## config.mk

```make
export PLATFORM = sky130hd
export DESIGN_NAME = mod_counter_chain
export DESIGN_NICKNAME = d
export VERILOG_FILES = /design/src/rtl/mod_counter_chain.sv
export SDC_FILE = /design/constraint.sdc
export NUM_CORES = 1
export LEC_CHECK = 0
export ABC_CLOCK_PERIOD_IN_PS = 3100
export CAP_MARGIN = 5
export CORE_MARGIN = 2
export CORE_UTILIZATION = 45
export DETAILED_ROUTE_END_ITERATION = 10
export MAX_ROUTING_LAYER = met4
export PLACE_DENSITY = 0.76
export SYNTH_ARGS = -nofsm -noshare
export SYNTH_HDL_FRONTEND = slang
export SYNTH_SLANG_ARGS = --single-unit
```

## constraint.sdc

```tcl
create_clock -name clk_i -period 3.1 [get_ports clk_i]
set_input_delay 0.93 -clock clk_i [delete_from_list [all_inputs] [get_ports clk_i]]
set_output_delay 0.93 -clock clk_i [all_outputs]
set_load 0.02 [all_outputs]
```

## src/rtl/mod_counter_chain.sv

```systemverilog
// Cascaded chain of NUM_DIGITS modulo-MOD up/down digit counters.
// Provides sync clear, saturating parallel load, terminal count and wrap/load-error pulses.
module mod_counter_chain #(
    parameter int NUM_DIGITS = 3,
    parameter int MOD        = 10,
    parameter int DW         = 4
) (
    input  logic                       clk_i,
    input  logic                       reset_i,
    input  logic                       ena_i,
    input  logic                       up_i,
    input  logic                       clear_i,
    input  logic                       load_i,
    input  logic [NUM_DIGITS*DW-1:0]   load_val_i,
    output logic [NUM_DIGITS*DW-1:0]   q_o,
    output logic [NUM_DIGITS-1:0]      digit_ena_o,
    output logic                       tc_o,
    output logic                       wrap_o,
    output logic                       load_err_o
);

    localparam logic [DW-1:0] MAX_C  = DW'(MOD - 1);
    localparam logic [DW-1:0] ZERO_C = DW'(0);
    localparam logic [DW-1:0] ONE_C  = DW'(1);

    logic [NUM_DIGITS*DW-1:0] q_q, q_d;
    logic                     wrap_q, wrap_d;
    logic                     load_err_q, load_err_d;
    logic [NUM_DIGITS-1:0]    digit_ena_s;
    logic                     tc_s;
    logic [DW-1:0]            end_val_s;

    // One step of a single digit; out-of-range values fold back into range.
    function automatic logic [DW-1:0] step_digit(input logic [DW-1:0] d, input logic dir_up);
        logic [DW-1:0] r;
        r = d;
        if (dir_up) begin
            if (d >= MAX_C) begin
                r = ZERO_C;
            end else begin
                r = d + ONE_C;
            end
        end else begin
            if ((d == ZERO_C) || (d > MAX_C)) begin
                r = MAX_C;
            end else begin
                r = d - ONE_C;
            end
        end
        return r;
    endfunction

    function automatic logic digit_over(input logic [DW-1:0] d);
        return (d > MAX_C);
    endfunction

    // Ripple of step enables through digits sitting at their end value.
    always_comb begin
        end_val_s      = up_i ? MAX_C : ZERO_C;
        digit_ena_s    = '0;
        digit_ena_s[0] = ena_i;
        for (int i = 1; i < NUM_DIGITS; i++) begin
            digit_ena_s[i] = digit_ena_s[i-1] & (q_q[(i-1)*DW +: DW] == end_val_s);
        end
        tc_s = digit_ena_s[NUM_DIGITS-1] & (q_q[(NUM_DIGITS-1)*DW +: DW] == end_val_s);
    end

    // Next-state selection: clear > load > count > hold.
    always_comb begin
        q_d        = q_q;
        wrap_d     = 1'b0;
        load_err_d = 1'b0;
        if (clear_i) begin
            q_d = '0;
        end else if (load_i) begin
            for (int i = 0; i < NUM_DIGITS; i++) begin
                if (digit_over(load_val_i[i*DW +: DW])) begin
                    q_d[i*DW +: DW] = MAX_C;
                    load_err_d      = 1'b1;
                end else begin
                    q_d[i*DW +: DW] = load_val_i[i*DW +: DW];
                end
            end
        end else begin
            for (int i = 0; i < NUM_DIGITS; i++) begin
                if (digit_ena_s[i]) begin
                    q_d[i*DW +: DW] = step_digit(q_q[i*DW +: DW], up_i);
                end else begin
                    q_d[i*DW +: DW] = q_q[i*DW +: DW];
                end
            end
            wrap_d = tc_s;
        end
    end

    // State registers with asynchronous reset.
    always_ff @(posedge clk_i or posedge reset_i) begin
        if (reset_i) begin
            q_q        <= '0;
            wrap_q     <= 1'b0;
            load_err_q <= 1'b0;
        end else begin
            q_q        <= q_d;
            wrap_q     <= wrap_d;
            load_err_q <= load_err_d;
        end
    end

    assign q_o         = q_q;
    assign digit_ena_o = digit_ena_s;
    assign tc_o        = tc_s;
    assign wrap_o      = wrap_q;
    assign load_err_o  = load_err_q;

endmodule

```

==> flow_metrics.env, run 1 <==
export IMPL_ff2ff_setup_slack_ps=1020
export IMPL_critPathRequiredTime_ps=2170
export IMPL_swShare_pct=36.8
export IMPL_grt_max_degree=20
export IMPL_hold_viol_final=0
export IMPL_path_class="in -> out"
export IMPL_slew_limit_headroom_pct=63.1
export IMPL_syn_area_per_cell_um2=7.59
export IMPL_async_reset_ff_share_pct=100
export IMPL_layout_nets=278
export IMPL_die_x_um=62.4
export IMPL_cp_end_kind="output pin"
export IMPL_ctsLongestPathBuffers=2
export IMPL_clock_sinks=14
export IMPL_rows=21
export IMPL_p_seq_share_pct=33.3
export IMPL_min_from="q_o[5]"
export IMPL_yosysWarnings=0
export IMPL_placed_area_um2=2030
export IMPL_holdPathEnd="q_o[5]"
export IMPL_cp_data_arrival_time_ps=2230
export IMPL_port_buffers=35
export IMPL_final_min_clock_period_ps=3160
export IMPL_netlist_instances=202
export IMPL_die_y_um=62.4
export IMPL_r2r_start="q_o[9]"
export IMPL_regArea_um2=350
export IMPL_grt_overflow=0
export IMPL_status="finished, violations left"
export IMPL_vias=1684
export IMPL_area_growth_pct=38.6
export IMPL_violations="setup timing"
export IMPL_hold_path_class="reg -> reg"
export IMPL_grtUsageTotal_pct=22.1
export IMPL_final_area_um2=2120
export IMPL_intPower_mw=0.399
export IMPL_fin_tns_setup_ps=-58.3
export IMPL_clkTransAtPathRegs_ps=80
export IMPL_core_um2=3310
export IMPL_place_inst=288
export IMPL_cap_violations=0
export IMPL_drc=0
export IMPL_cts_tree="built"
export IMPL_synthFlopType="dfrtp_1"
export IMPL_yosysSeqAreaShare_pct=22.9
export IMPL_fin_crit_sh_pct=102
export IMPL_power_total_mw=0.632
export IMPL_power_frac_comb_pct=45.0
export IMPL_vias_per_cell=5.71
export IMPL_holdBufCountCts=0
export IMPL_place_congestion=0.895
export IMPL_ff2ff_path_depth=6
export IMPL_syn_nets=230
export IMPL_p_leak_nw=0.886
export IMPL_r2r_end="q_o[11]"
export IMPL_start_util_pct=46.3
export IMPL_drtIter0Drc=87
export IMPL_grt_antenna_before_repair=0
export IMPL_boundaryPins=36
export IMPL_multiInputGateArea_um2=1060
export IMPL_dpl_hpwl_mm=3.20
export IMPL_setup_ws_ps=-58.3
export IMPL_drive_gt1_share_pct=18.9
export IMPL_grt_pass1_vias=1507
export IMPL_p_clk_share_pct=21.7
export IMPL_crit_fanout=5
export IMPL_synth_seq_cells=14
export IMPL_ant_nets=0
export IMPL_max_freq_ghz=0.317
export IMPL_syn_cell_area_um2=1530
export IMPL_p_per_area_nw_per_um2=298
export IMPL_h_tree_depth=1
export IMPL_ir_worst_vdd_mv=0.179
export IMPL_wire_per_inst_um=14.3
export IMPL_numCtsBuffers=3
export IMPL_synth_distinct_cells=51
export IMPL_finalSetupViolations=1
export IMPL_synth_edf_count=0
export IMPL_p_sw_mw=0.233
export IMPL_rsz0062_at_grt="true"
export IMPL_hold_depth=3
export IMPL_die_area_um2=3890
export IMPL_startpoint_type="primary input"
export IMPL_diodes=0
export IMPL_root_buffer="clkbuf_4"
export IMPL_totalWireLength_mm=4.20
export IMPL_fillers=290
export IMPL_slew_viol_final=0
export IMPL_fin_util_pct=64.2
export IMPL_skew_ps=15.8
export IMPL_worstMarginPinSlew_ps=552
export IMPL_drtPass1Iterations=4
export IMPL_finalNonFillerCells=295
export IMPL_grt_pass1_wl_mm=6.86
export IMPL_clock_latency_ps=290
[per-stage QoR]
step	setup slack (ps)	hold WS, ps
6_report	-58.3	715
5_1_grt	-106	741
4_1_cts	-153	713
3_5_place_dp	-924	690
3_3_place_gp	-912	689
2_1_floorplan	-40.0	719
[power by group through the flow]
stage / logic, mW / clock network (mW) / registers [mW]
after global placement: 0.272 / 0 / 0.212
after floorplan: 0.157 / 0 / 0.225
after global routing: 0.311 / 0.146 / 0.212
after CTS: 0.280 / 0.139 / 0.209
after detailed placement: 0.274 / 0 / 0.212
final: 0.285 / 0.137 / 0.210
[layout make-up]
cell class | instances | area share (%)
well taps | 46 | 2.71
flip-flops and latches | 14 | 16.5
clock buffers | 4 | 1.71
inverters | 15 | 2.89
multi-input cells | 156 | 49.9
repair buffers | 60 | 26.3
[logic make-up (layout without fill, tap and decap cells)]
| family | count (synthesis) | after routing | synth area share [%] |
|---|---|---|---|
| XOR/XNOR | 1 | 1 | 0.572 |
| adder cells (fa/ha/maj) | 10 | 10 | 8.16 |
| multiplexers | 4 | 4 | 2.69 |
| AO/OA/AOI/OAI | 66 | 66 | 28.3 |
| buffers and inverters | 32 | 79 | 9.47 |
| flip-flops | 14 | 14 | 22.9 |
| AND/OR/NAND/NOR | 75 | 75 | 27.9 |
[cells in the mapped netlist, types with 3 or more instances]
| master | instances | area (um2) |
|---|---|---|
| a21oi_1 | 18 | 90.1 |
| nor2_1 | 15 | 56.3 |
| dfrtp_1 | 14 | 350 |
| inv_1 | 14 | 52.6 |
| nand2_1 | 13 | 48.8 |
| clkbuf_1 | 12 | 45.0 |
| o21ai_0 | 12 | 60.1 |
| ha_1 | 10 | 125 |
| nand3_1 | 7 | 35.0 |
| nor3_1 | 6 | 30.0 |
| o21ai_1 | 5 | 25.0 |
| a31oi_1 | 4 | 25.0 |
| a32oi_1 | 4 | 35.0 |
| nand2b_1 | 4 | 25.0 |
| o31ai_1 | 4 | 30.0 |
| and3_1 | 3 | 18.8 |
| mux2i_1 | 3 | 30.0 |
| nand3b_1 | 3 | 22.5 |
| nor2b_1 | 3 | 18.8 |
| nor3b_1 | 3 | 22.5 |
| nor4_1 | 3 | 18.8 |
| o21bai_1 | 3 | 22.5 |
[state kept, by name (all words and copies together), names as in the netlist]
name / count
q_o: 12
wrap_o: 1
load_err_o: 1
[layer usage]
metal / track usage (%) / vias to the layer above / part of all wire (%)
li1: - / 828 / -
met1: 29.5 / 771 / 43
met2: 34.8 / 77 / 47
met3: 3.44 / 8 / 8.4
met4: 6.67 / 0 / 1.4
met5: - / - / 0
[layout by cell type (no fill, tap or decap), types with 3 or more instances in the layout]
| cell type | count |
|---|---|
| buf_4 | 23 |
| nor3b_1 | 3 |
| nand3b_1 | 3 |
| a32oi_1 | 4 |
| nor4_1 | 3 |
| inv_1 | 14 |
| clkdlybuf4s50_1 | 30 |
| nand2b_1 | 4 |
| nand3_1 | 7 |
| o31ai_1 | 4 |
| a31oi_1 | 4 |
| clkbuf_4 | 3 |
| nor3_1 | 5 |
| buf_6 | 3 |
| o21ai_1 | 5 |
| ha_1 | 10 |
| a21oi_1 | 18 |
| nor2b_1 | 3 |
| nor2_1 | 15 |
| dfrtp_1 | 14 |
| mux2i_1 | 3 |
| nand2_1 | 13 |
| o21bai_1 | 3 |
| o21ai_0 | 12 |
[worst max-delay path: stages]
cell	delay (ps)
buf_8	110
buf_6	110
nor3_4	140
nor2_1	60
or4_4	510
nor4_4	180
buf_4	190
[repair_timing]
action / CTS / global route
setup buffers: 4 / 1
endpoints found under the setup margin: 4 / 2
pin swaps: 5 / 4
resized for setup: 21 / 4
gates cloned: 0 / 0
[worst max path at each step]
stage                     depth (start not counted)  slack [ps]   end  start
after floorplan                                   6         -40  tc_o   up_i
after global placement                            7        -910  tc_o   up_i
after detailed placement                          7        -920  tc_o   up_i
after CTS                                         7        -150  tc_o   up_i
after global routing                              7        -110  tc_o   up_i
final                                             7         -60  tc_o   up_i
(Power assumes the default switching activity.)
==> run 2: changes to the inputs <==
Settings changed: CTS_CLUSTER_SIZE from default to 40.
==> results of run 2 <==
No change in the layout: final DEF, timing and power equal those of run 1.
